[src/rtl/mmc1_bus_monitor.sv]
// Passive observer of the MMC1 serial register port: decodes the 5-write
// LSB-first protocol and keeps shadow copies of CTRL, CHR0, CHR1 and PRG.
module mmc1_bus_monitor #(
  parameter logic [4:0] CTRL_RESET    = 5'h0C,
  parameter int         IGNORE_CONSEC = 1,
  parameter int         CNT_W         = 16
) (
  input  logic             CLK,
  input  logic             nRES,
  input  logic             nROMSEL,
  input  logic             CPU_RnW,
  input  logic             CPU_D0,
  input  logic             CPU_D7,
  input  logic             CPU_A13,
  input  logic             CPU_A14,
  output logic             wr_valid,
  output logic [1:0]       wr_reg,
  output logic [4:0]       wr_data,
  output logic             rst_seen,
  output logic [2:0]       shift_cnt,
  output logic [4:0]       ctrl_q,
  output logic [4:0]       chr0_q,
  output logic [4:0]       chr1_q,
  output logic [4:0]       prg_q,
  output logic [CNT_W-1:0] wr_count
);

  localparam logic IGNORE_EN = (IGNORE_CONSEC != 0);

  logic       prev_wr;
  logic [3:0] shift_reg;
  logic       raw_wr;
  logic       qual_wr;
  logic [1:0] index;
  logic [4:0] value;

  // Only four bits need storing: the fifth arrives on the bus with the commit.
  assign raw_wr  = !nROMSEL && !CPU_RnW;
  assign qual_wr = raw_wr && !(IGNORE_EN && prev_wr);
  assign index   = {CPU_A14, CPU_A13};
  assign value   = {CPU_D0, shift_reg};

  always_ff @(posedge CLK or negedge nRES) begin
    if (!nRES) begin
      prev_wr   <= 1'b0;
      shift_reg <= '0;
      shift_cnt <= '0;
      wr_valid  <= 1'b0;
      rst_seen  <= 1'b0;
      wr_reg    <= '0;
      wr_data   <= '0;
      ctrl_q    <= CTRL_RESET;
      chr0_q    <= '0;
      chr1_q    <= '0;
      prg_q     <= '0;
      wr_count  <= '0;
    end else begin
      prev_wr  <= raw_wr;
      wr_valid <= 1'b0;
      rst_seen <= 1'b0;
      if (qual_wr) begin
        if (CPU_D7) begin
          shift_reg <= '0;
          shift_cnt <= '0;
          ctrl_q    <= ctrl_q | CTRL_RESET;
          rst_seen  <= 1'b1;
        end else if (shift_cnt == 3'd4) begin
          // Fifth bit: commit to the register addressed by this write only.
          shift_reg <= '0;
          shift_cnt <= '0;
          wr_valid  <= 1'b1;
          wr_reg    <= index;
          wr_data   <= value;
          wr_count  <= wr_count + CNT_W'(1);
          case (index)
            2'd0:    ctrl_q <= value;
            2'd1:    chr0_q <= value;
            2'd2:    chr1_q <= value;
            default: prg_q  <= value;
          endcase
        end else begin
          shift_reg <= {CPU_D0, shift_reg[3:1]};
          shift_cnt <= shift_cnt + 3'd1;
        end
      end
    end
  end

endmodule
[config.mk]
export PLATFORM = sky130hd
export DESIGN_NAME = mmc1_bus_monitor
export DESIGN_NICKNAME = d
export VERILOG_FILES = /design/src/rtl/mmc1_bus_monitor.sv
export SDC_FILE = /design/constraint.sdc
export NUM_CORES = 1
export LEC_CHECK = 0
export ABC_AREA = 1
export CAP_MARGIN = 40
export CORE_UTILIZATION = 30
export CTS_BUF_LIST = sky130_fd_sc_hd__clkbuf_16
export DETAILED_ROUTE_END_ITERATION = 12
export SYNTH_ARGS = -nofsm -noshare
export SYNTH_HDL_FRONTEND = slang
export SYNTH_SLANG_ARGS = --single-unit
[constraint.sdc]
create_clock -name CLK -period 1.75 [get_ports CLK]
set_clock_uncertainty 0.1 [all_clocks]
set_input_delay 0.175 -clock CLK [delete_from_list [all_inputs] [get_ports CLK]]
set_output_delay 0.175 -clock CLK [all_outputs]
set_load 0.01 [all_outputs]
* After elaboration in Yosys (flattened, before gate mapping) *
Index checks and enable logic that the tools add are counted.

operators by class
  equality and inequality tests = 3
  bitwise operators = 2
  reduce and logical (&&, ||, !) cells = 15
  add/subtract/negate cells = 2
  mux-type cells = 12

operator list
  cell                                                  number
  two-way mux 4 bit                                     5
  adder 16 x 1 -> 16 bit (second input constant)        1
  AND reduction 4 bit                                   4
  two-way mux 3 bit                                     2
  AND reduction 3 bit                                   2
  two-way mux 1 bit                                     5
  nonzero test 2 bit                                    2
  adder 3 x 1 -> 3 bit (second input constant)          1
  equality test 3 bit (second input constant)           1
  zero test 1 bit                                       3
  OR reduction 3 bit                                    1
  equality test 2 x 1 -> 1 bit (second input constant)  1
  equality test 2 bit (second input constant)           1
  logical AND 1 bit                                     2
  zero test 2 bit                                       1
  NOT 1 bit                                             2

storage, ports and cells
  register bits = 53

* Longest topological paths before layout *
  depth in word-level cells = 4
  gate-level depth with buffers = 9
  gate-level depth less buffers = 9

* Worst setup path after synthesis *
OpenSTA, ideal clock, no wires.

  kind = reg2reg
  start = register shift_cnt[0]
  end = register wr_count[12]
  cell stages (with the launch flop) = 9
  buffers on the path = 1
  setup slack = 0.250 ns
  period minus slack after synthesis = 1.500 ns
  required time = 1.530 ns
  arrival = 1.280 ns
  path through = dfrtp_1 inv_1 ha_1 nand3_2 nor2_4 buf_8 nand2_2 o21ai_1 nand2_1

on the way
  longest elaborated chain between the ends = 2

ends and longest elaborated chain
  what                           RTL line  source
  start: declaration             20        output logic [2:0] shift_cnt,
  start signal: assignment       83        shift_cnt <= shift_cnt + 3'd1;
  equality test 3 bit            67        end else if (shift_cnt == 3'd4) begin
  AND reduction 3 bit (no line)  -
  end signal: assignment         74        wr_count <= wr_count + CNT_W'(1);
  end: declaration               25        output logic [CNT_W-1:0] wr_count

No other way between the ends.
A chain may end at the register's enable or synchronous reset.

* Worst setup path after layout *
  start = register wr_count[8]
  end = output wr_count[8]

No word-level cell between the ends.

==> results by group <==
Outcome
  – Status: completed

Drt
  – DR WL met3: 233 µm
  – Met1 wire length: between 2000 and 3000 µm
  – Top Metal Used: met4
  – DRT Wirelength: 5240 µm
  – Vias: between 1500 and 2000
  – Post-route DRC: 0
  – DR pass1 iterations: 4
  – Met2 routed WL: 2390 µm
  – Post-DRT Antenna Nets: 0
  – Via density: 4.50
  – Routed length per placed instance: approximately 13 µm
  – Initial DRC count: 75

Floorplanning
  – Die area: 8090 µm²
  – IO Pins: 56
  – Rows: 31
  – Starting Density: between 30% and 40%
  – Core area: about 7400 µm²
  – Chip Height: roughly 90 µm
  – Die width: 90.0 µm

Timing
  – Least-Margin Pin Slew: about 0.29 ns
  – Slew Viols, Final: 0
  – Final setup viols: 0
  – Final Hold Violating Endpoints: 0
  – Tcrit/Tclk final: between 90% and 100%
  – RSZ-0062 raised after global routing: false
  – Max Freq: around 610 MHz
  – Slew margin rel.: between 80 and 90%
  – Tmin final: 1.65 ns
  – Final hold slack: about 0.31 ns
  – Setup WS post-layout: 0.100 ns

Run
  – Max-cap violations: 0

Layout
  – Antenna Cells: 0
  – Filler cells: between 700 and 800
  – Area Growth Syn to Fin: 39.7%
  – Layout cells sized above 1: between 10 and 15%
  – Biggest register: wr_count
  – Register area: 1330 µm²
  – Fin util: between 40% and 50%
  – Max FFs per register: 16
  – Area of the multi-input gates: between 800 and 900 µm²
  – Nets: around 330

Synthesis
  – Share of the synthesized area in the top cell type: 55.0%
  – Sequential fraction of the synthesis area: 57.3%
  – Synthesized area: around 2300 µm²
  – Synth area leader: dfrtp_1
  – Cell variety after synth: 26
  – Post-synthesis cell count: 250
  – Syn avg cell area: a little over 9 µm²
  – Flip-flop and latch count after synthesis: 53
  – Synth top area cells: dfrtp_1, nand2_1, o21ai_1, inv_1, nor2_1
  – Syn Nets: between 200 and 300
  – Synthesis Warnings: 0

Setup path
  – CP max stage delay: approximately 0.6 ns
  – Delay-heaviest family, CP: buffers and inverters
  – Crit path DAT: approximately 1.4 ns
  – Slowest CP cell: clkdlybuf4s50_1
  – Critical Path End Type: output port
  – CP Data Required Time: 1.47 ns
  – WS Path Type: flop to output port
  – Buf/Inv on CP: 1
  – Worst-path fanout max: 7
  – Startpoint types: flop
  – Crit-path cells: clkdlybuf4s50_1

Clock tree
  – Post-CTS setup buffer count: 0
  – Root buffer cell: clkbuf_16
  – Clk slew on worst S/H paths: about 0.070 ns
  – Sinks on Clock Net: between 50 and 60
  – H-tree depth: 2
  – Maximum clock path buffer count: 2
  – Clock buffer count from CTS: 5
  – CTS tree: built
  – Clk Latency, worst-skew pair: 0.28 ns

Placed design
  – Dpl hpwl: between 3000 and 4000 µm
  – Port Buffers: 55
  – GPL Wtd Cong: a little under 0.8
  – Pre-CTS setup slack: -0.00380 ns

Pwr
  – Seq pwr share: approximately 45%
  – Internal: between 0.002 and 0.0025 W
  – Psw: 0.000750 W
  – PwrDens: 973 nW/µm²
  – Clk pwr share: between 30 and 40%
  – Switching Share: approximately a quarter
  – Total power: about 0.0032 W
  – Worst IR Drop VDD: 0.496 mV
  – Leakage: approximately 1.5 nW
  – Logic pwr share: 15.8%

Global routing
  – Total grt overflow: 0
  – Pin count of the biggest net entering global routing: 54
  – First-pass GRT wire length: a little under 9000 µm
  – Initial antenna violation count: 0
  – Tot GR Track Use: 13.7%
  – Number of global-route vias before repair: 1775

Worst hold path
  – Min-Delay Path Class: primary input to async pin
cells in the mapped netlist (all sizes together):
master,number
o22ai,4
nand4,5
o21ai,29
nor3,2
xor2,4
nand2,76
buf,3
nand3,10
nand3b,1
inv,29
xnor2,5
nor2,22
ha,3
dfstp,2
a21oi,4
dfrtp,51
cell usage in the layout, fill, tap and decap left out:
master            n
nand2_2           2
xnor2_1           5
xor2_1            4
dlygate4sd3_1     1
nand3b_1          1
buf_12            2
buf_4             5
nor2_4            2
clkbuf_16         5
inv_2             2
inv_1            27
ha_1              3
clkinv_2          1
nand2_4           2
o21ai_1          24
buf_2             1
nand4_1           5
nand3_4           3
o22ai_1           4
nand3_2           1
dfrtp_1          51
a21oi_1           4
o21ai_0           5
bufinv_16         2
nand3_1           6
dfstp_2           2
nor3_1            2
clkdlybuf4s50_1  54
nand2_1          72
nor2_1           17
nor2_2            3
repair_timing:
| item | CTS | global route |
|---|---|---|
| resized for setup | 0 | 2 |
| endpoints found under the setup margin | 0 | 5 |
| hold buffers | 1 | 0 |
| hold endpoints to repair | 51 | 0 |
kinds of logic (layout without fill, tap and decap cells):
logic type / after synthesis / after routing / synth area share, %
AND/OR/NAND/NOR: 116 / 116 / 23.7
flip-flops: 53 / 53 / 57.3
AO/OA/AOI/OAI: 37 / 37 / 8.19
buffers and inverters: 32 / 100 / 5.88
XOR/XNOR: 9 / 9 / 3.40
adder cells (fa/ha/maj): 3 / 3 / 1.62
power by group through the flow:
| stage | clock network [W] | registers, W | logic [W] |
|---|---|---|---|
| final | 0.00125 | 0.00141 | 0.000499 |
| after CTS | 0.00128 | 0.00141 | 0.000509 |
| after global placement | 0 | 0.00144 | 0.000492 |
| after detailed placement | 0 | 0.00144 | 0.000506 |
| after global routing | 0.00132 | 0.00143 | 0.000552 |
| after floorplan | 0 | 0.00147 | 0.000157 |
through the flow:
| step | instance area, µm² | TNS, ns | std cells |
|---|---|---|---|
| 6_report | 3240 | 0 | 417 |
| 5_1_grt | 3240 | 0 | 417 |
| 4_1_cts | 3240 | 0 | 417 |
| 3_5_place_dp | 3040 | -0.00380 | 408 |
| 3_3_place_gp | 3040 | 0 | 408 |
| 2_1_floorplan | 2320 | 0 | 250 |
per-layer routing:
metal  vias to the layer above  track usage [%]
met5                         -                0
met4                         0             2.82
met3                         5             3.72
met2                        43             21.7
met1                       895             18.9
li1                        932                -
layout make-up:
| type | count | area share [%] |
|---|---|---|
| timing repair buffer | 63 | 19.5 |
| clock inverter | 3 | 2.01 |
| tap | 99 | 3.82 |
| multi-input combinational | 165 | 26.5 |
| clock buffer | 5 | 3.86 |
| inverter | 29 | 3.36 |
| sequential | 53 | 41.0 |
path summary, 6_finish.rpt:
kind	from	slack, ns	to	cells past startpoint
setup / recovery	wr_count[8]	0.10	wr_count[8]	1
min in group CLK	ctrl_q[2]	0.36	ctrl_q[2]	2
hold / removal	nRES	0.31	wr_count[2]	3
hold reg to reg	ctrl_q[2]	0.36	ctrl_q[2]	2
max in group asynchronous	nRES	0.94	ctrl_q[2]	3
setup reg to reg	shift_cnt[1]	0.15	prg_q[4]	8
Power figures use the tool's default switching activity.
